<file path="src/rtl/multdiv_pkg.sv">
// Shared definitions for the iterative signed multiply/divide unit:
// FSM encoding, default widths and the most negative operand value.
package multdiv_pkg;

  localparam int MD_WIDTH = 32;
  localparam int MD_CNT_W = 6;

  localparam logic [MD_WIDTH-1:0] MD_INT_MIN = 32'h8000_0000;

  typedef enum logic [2:0] {
    IDLE = 3'd0,
    MULT = 3'd1,
    DIV  = 3'd2,
    FIX  = 3'd3,
    DONE = 3'd4
  } md_state_e;

endpackage

</file>
<file path="src/rtl/multdiv_counter.sv">
// Iteration counter for the multiply/divide loop; 'last' flags the final
// iteration so the FSM can leave the compute state on that edge.
module multdiv_counter
  import multdiv_pkg::*;
#(
  parameter int WIDTH = MD_WIDTH,
  parameter int CNT_W = MD_CNT_W
) (
  input  logic clock,
  input  logic reset,
  input  logic clear,
  input  logic enable,
  output logic last
);

  logic [CNT_W-1:0] count;

  always_ff @(posedge clock or posedge reset) begin
    if (reset) begin
      count <= '0;
    end else if (clear) begin
      count <= '0;
    end else if (enable) begin
      count <= count + CNT_W'(1);
    end
  end

  assign last = (count == CNT_W'(WIDTH - 1));

endmodule

</file>
<file path="src/rtl/multdiv_unit.sv">
// Iterative signed multiplier (radix-2 Booth) and restoring divider with a
// fixed WIDTH+1 cycle latency, answering the pipeline's multdiv handshake.
module multdiv_unit
  import multdiv_pkg::*;
#(
  parameter int WIDTH = MD_WIDTH
) (
  input  logic             clock,
  input  logic             reset,
  input  logic             ctrl_MULT,
  input  logic             ctrl_DIV,
  input  logic [WIDTH-1:0] data_operandA,
  input  logic [WIDTH-1:0] data_operandB,
  output logic [WIDTH-1:0] data_result,
  output logic             data_exception,
  output logic             data_resultRDY,
  output logic             busy
);

  localparam logic [WIDTH-1:0] INT_MIN = {1'b1, {(WIDTH-1){1'b0}}};

  md_state_e state, state_next;

  logic accept, start_mult, start_div, cnt_en, last;

  // Operand latches shared by both datapaths
  logic [WIDTH-1:0] op_a, op_b;
  logic             is_mult;

  logic [2*WIDTH:0] prod;
  logic [WIDTH:0]   rem;
  logic [WIDTH-1:0] quo;

  logic [WIDTH:0]   acc_ext, mcand_ext, booth_sum;
  logic [WIDTH-1:0] mag_b, quo_signed, fix_result;
  logic [WIDTH:0]   div_shift, div_diff;
  logic             div_ge, mult_exc, div_zero, div_ovf, fix_exc;

  multdiv_counter #(
    .WIDTH (WIDTH),
    .CNT_W (MD_CNT_W)
  ) u_counter (
    .clock  (clock),
    .reset  (reset),
    .clear  (accept),
    .enable (cnt_en),
    .last   (last)
  );

  always_ff @(posedge clock or posedge reset) begin
    if (reset) begin
      state <= IDLE;
    end else begin
      state <= state_next;
    end
  end

  always_comb begin
    state_next = state;
    case (state)
      IDLE, DONE: begin
        if (ctrl_MULT)     state_next = MULT;
        else if (ctrl_DIV) state_next = DIV;
        else               state_next = IDLE;
      end
      MULT:    state_next = last ? FIX : MULT;
      DIV:     state_next = last ? FIX : DIV;
      FIX:     state_next = DONE;
      default: state_next = IDLE;
    endcase
  end

  // A start in DONE is taken exactly like one in IDLE, giving no dead cycle
  always_comb begin
    accept         = ((state == IDLE) || (state == DONE)) && (ctrl_MULT || ctrl_DIV);
    start_mult     = accept && ctrl_MULT;
    start_div      = accept && !ctrl_MULT;
    cnt_en         = (state == MULT) || (state == DIV);
    busy           = (state != IDLE);
    data_resultRDY = (state == DONE);
  end

  // Booth step: the sum is kept one bit wider so the shift brings in the
  // true sign even when acc +/- multiplicand overflows WIDTH bits.
  always_comb begin
    acc_ext   = {prod[2*WIDTH], prod[2*WIDTH:WIDTH+1]};
    mcand_ext = {op_a[WIDTH-1], op_a};
    case (prod[1:0])
      2'b01:   booth_sum = acc_ext + mcand_ext;
      2'b10:   booth_sum = acc_ext - mcand_ext;
      default: booth_sum = acc_ext;
    endcase
  end

  always_comb begin
    mag_b     = op_b[WIDTH-1] ? -op_b : op_b;
    div_shift = {rem[WIDTH-1:0], quo[WIDTH-1]};
    div_diff  = div_shift - {1'b0, mag_b};
    div_ge    = rem[WIDTH] || (div_shift >= {1'b0, mag_b});
  end

  always_comb begin
    mult_exc   = !((&prod[2*WIDTH:WIDTH]) || !(|prod[2*WIDTH:WIDTH]));
    quo_signed = (op_a[WIDTH-1] ^ op_b[WIDTH-1]) ? -quo : quo;
    div_zero   = (op_b == '0);
    div_ovf    = (op_a == INT_MIN) && (&op_b);
    fix_result = '0;
    fix_exc    = 1'b0;
    if (is_mult) begin
      fix_result = prod[WIDTH:1];
      fix_exc    = mult_exc;
    end else if (div_zero) begin
      fix_exc    = 1'b1;
    end else if (div_ovf) begin
      fix_result = INT_MIN;
      fix_exc    = 1'b1;
    end else begin
      fix_result = quo_signed;
    end
  end

  always_ff @(posedge clock or posedge reset) begin
    if (reset) begin
      op_a           <= '0;
      op_b           <= '0;
      is_mult        <= 1'b0;
      prod           <= '0;
      rem            <= '0;
      quo            <= '0;
      data_result    <= '0;
      data_exception <= 1'b0;
    end else if (start_mult) begin
      op_a    <= data_operandA;
      op_b    <= data_operandB;
      is_mult <= 1'b1;
      prod    <= {{(WIDTH+1){1'b0}}, data_operandB, 1'b0};
    end else if (start_div) begin
      op_a    <= data_operandA;
      op_b    <= data_operandB;
      is_mult <= 1'b0;
      rem     <= '0;
      quo     <= data_operandA[WIDTH-1] ? -data_operandA : data_operandA;
    end else if (state == MULT) begin
      prod <= {booth_sum, prod[WIDTH:1]};
    end else if (state == DIV) begin
      rem <= div_ge ? div_diff : div_shift;
      quo <= {quo[WIDTH-2:0], div_ge};
    end else if (state == FIX) begin
      data_result    <= fix_result;
      data_exception <= fix_exc;
    end
  end

endmodule

</file>
<file path="config.mk">
export PLATFORM = sky130hd
export DESIGN_NAME = multdiv_unit
export DESIGN_NICKNAME = d
export VERILOG_FILES = /design/src/rtl/multdiv_pkg.sv /design/src/rtl/multdiv_counter.sv /design/src/rtl/multdiv_unit.sv
export SDC_FILE = /design/constraint.sdc
export NUM_CORES = 1
export LEC_CHECK = 0
export CORE_ASPECT_RATIO = 2
export CORE_UTILIZATION = 45
export CTS_CLUSTER_SIZE = 25
export DETAILED_ROUTE_END_ITERATION = 10
export DONT_BUFFER_PORTS = 1
export SLEW_MARGIN = 20
export SYNTH_ARGS = -nofsm -noshare
export SYNTH_HDL_FRONTEND = slang
export SYNTH_HIERARCHICAL = 1
export SYNTH_SLANG_ARGS = --single-unit
</file>
<file path="constraint.sdc">
create_clock -name clock -period 9.95 [get_ports clock]
set_input_delay 1.4925 -clock clock [delete_from_list [all_inputs] [get_ports clock]]
set_output_delay 1.4925 -clock clock [all_outputs]
set_load 0.03 [all_outputs]
</file>
==> results.yml <==
worst_hold_path:
  min_path_type: "reg2reg"
  min_to: "quo[31]"
  hold_start: "quo[31]"
  hold_depth: 2
setup_path:
  end_kind: "flip-flop"
  cp_max_fo: 21
  crit_type: "reg2reg"
  rr_endpoint: "rem[5]"
  start_kind: "flip-flop"
  reg2reg_from: "op_b[15]"
  crit_start: "op_b[15]"
  reg2regPathDepth: 16
  r2r_slack_ns: 4.05
  worstPathRequired_ns: 10.44
  arrival_ns: 6.38
clock_tree:
  path_clk_slew_ns: 0.07
  htree_num_levels: 1
  cts.path.max_buffers: 3
  insertion_delay_ns: 0.55
  cts_setup_buffers: 0
  clockRootBuffer: "clkbuf_16"
  cts_sinks: 237
  numCtsBuffers: 25
  cts_tree: "built"
  ctsHoldBuffers: 0
  post_cts_resized: 0
synthesis:
  ys_top_cells_by_area: "dfrtp_1 36%, nand2_1 6.3%, xnor2_1 5.8%, ha_1 5.5%, a21oi_1 4.5%"
  synth_edf_count: 0
  synth-seq-cells: 237
  synth_ff_type: "dfrtp_1"
  netlist_area_um2: 16300
  yosysTopAreaCell: "dfrtp_1"
  synth.most_common_cell: "nand2_1"
  synthArstFlopShare_pct: 100
  avgSynthCellArea_um2: 8.37
  yosys.area.top_type_share_pct: 36.3
  synth_cells: 1949
  ys_types: 72
  synthTopCellsByCount: "272 x nand2_1, 237 x dfrtp_1, 152 x nor2_1"
  syn-num-nets: 2091
  yosys_warnings: 6
  seq_area_frac_synth_pct: 36.3
floorplanning:
  start_util_pct: 45.7
  die_w_um: 137
  pin_count: 103
  die-area_um2: 37100
  rows: 98
  core-area_um2: 35700
  fp.dieH_um: 271
sta:
  finalHoldViolations: 0
  relSlewSlack_pct: 21.5
  fmax_mhz: 170
  clock_skew_ns: 0.0126
  rsz0062_at_grt: "no"
  whs_ns: 0.510
  setup_violations: 0
  period_share_pct: 59.3
  finalSetupTns_ns: 0
  drv_slew: 0
  period_needed_ns: 5.90
  worstMarginPinSlew_ns: 1.17
drt:
  ant_nets: 0
  vias: 14538
  routed_wl_um: 54100
  drc: 0
  wl_per_cell_um: 22.9
  routed_via_density: 6.17
  drtIter0Drc: 675
  dr.pass1.iters: 5
finish:
  stdcell_area_um2: 17500
  nNetsFinal: 2033
  area_delta_synth_final_pct: 7.51
  finalNonFillerCells: 2358
  diodes: 0
  post_route_cells_drive_above_1_share_pct: 8.18
global_routing:
  grt_pass1_wl_um: 83100
  grt_start_max_net_pins: 117
  antenna_found_initial: 0
  gr-total-overflow: 0
  grt_pass1_vias: 14535
  grt.total_usage_pct: 29.7
run:
  max_cap_violations: 0
outcome:
  outcome: "finished, final reports clean"
placed_design:
  port_buffers: 0
  postPlaceCellArea_um2: 16700
  gp_congestion: 0.969
  place_inst: 2314
  hpwlAfterDp_um: 40500
[placed cells by master (no fill, tap or decap), types with 7 or more instances in the layout]
| cell | instances |
|---|---|
| ha_1 | 72 |
| o31ai_1 | 27 |
| nor3_1 | 58 |
| or3_1 | 10 |
| a21oi_1 | 147 |
| a21o_1 | 17 |
| a22o_1 | 9 |
| mux2i_1 | 12 |
| xnor2_1 | 109 |
| o21ai_1 | 32 |
| dfrtp_1 | 236 |
| nor2b_1 | 10 |
| nor4_1 | 27 |
| nand3_1 | 84 |
| a31oi_1 | 66 |
| nand4_1 | 27 |
| inv_1 | 49 |
| o21bai_1 | 7 |
| xor2_1 | 64 |
| nor2_1 | 151 |
| a211oi_1 | 14 |
| o21a_1 | 10 |
| nand2_1 | 271 |
| o21ai_0 | 100 |
| clkbuf_16 | 25 |
| o41ai_1 | 16 |
| nand2b_1 | 17 |
| a32oi_1 | 19 |
| mux2_2 | 57 |
| and3_1 | 15 |
| buf_4 | 26 |
| or4_1 | 13 |
[registers in the layout (all words and copies together), names as in the netlist, 3 cells and up]
signal and cells:
quo 32, prod 65, state 3, op_a 32, u_counter/count 6, data_result 32
rem 33, op_b 32
[critical path, cell delays in order, from the launching register on]
cell and delay [ns]:
dfrtp_1 0.43, or4_1 0.60, or3_1 0.40, or4_1 0.44, or3_1 0.42, or2_2 0.33, o41ai_2 0.24, xor2_1 0.13
ha_1 0.40, and3_1 0.32, nor4bb_1 0.40, o21a_1 0.20, o21ai_1 0.13, o31a_1 0.47, buf_4 0.31, or4_1 0.53
nand3_1 0.09
[worst max-delay path by stage]
stage | endpoint | slack (ns)
2_1_floorplan | data_exception | 2.12
3_3_place_gp | rem[0] | 4.10
3_5_place_dp | rem[0] | 4.08
4_1_cts | rem[0] | 4.07
5_1_grt | rem[0] | 3.64
6_report | rem[5] | 4.05
[cell type report]
class	instances	area [µm²]
multi-input combinational	1551	9790
clock inverter	12	173
inverter	50	195
sequential	237	5930
fill	3408	18100
timing repair buffer	26	195
clock buffer	32	692
tap	450	563
[logic make-up after synthesis]
group	after synthesis	synth area share, %
AO/OA/AOI/OAI	502	18.8
XOR/XNOR	173	9.28
adder cells (fa/ha/maj)	74	5.77
buffers and inverters	161	3.92
flip-flops	237	36.3
multiplexers	69	4.67
AND/OR/NAND/NOR	733	21.2
[per-layer routing]
layer | track usage, % | vias up | wire (µm)
li1 | - | 6899 | -
met1 | 27.9 | 7099 | 17800
met2 | 57.7 | 378 | 30100
met3 | 4.16 | 162 | 2240
met4 | 19.4 | 0 | 3900
met5 | 0 | - | 0
[stage by stage]
stage	setup WS, ns	util (%)
3_3_place_gp	4.10	46.7
6_report	4.05	49.2
3_5_place_dp	4.08	46.7
4_1_cts	4.07	49.2
5_1_grt	3.64	49.2
2_1_floorplan	2.12	-
Power is left out: the tool's default activity adds up to more than one toggle a clock period on the data nets, which glitch-free logic cannot reach.
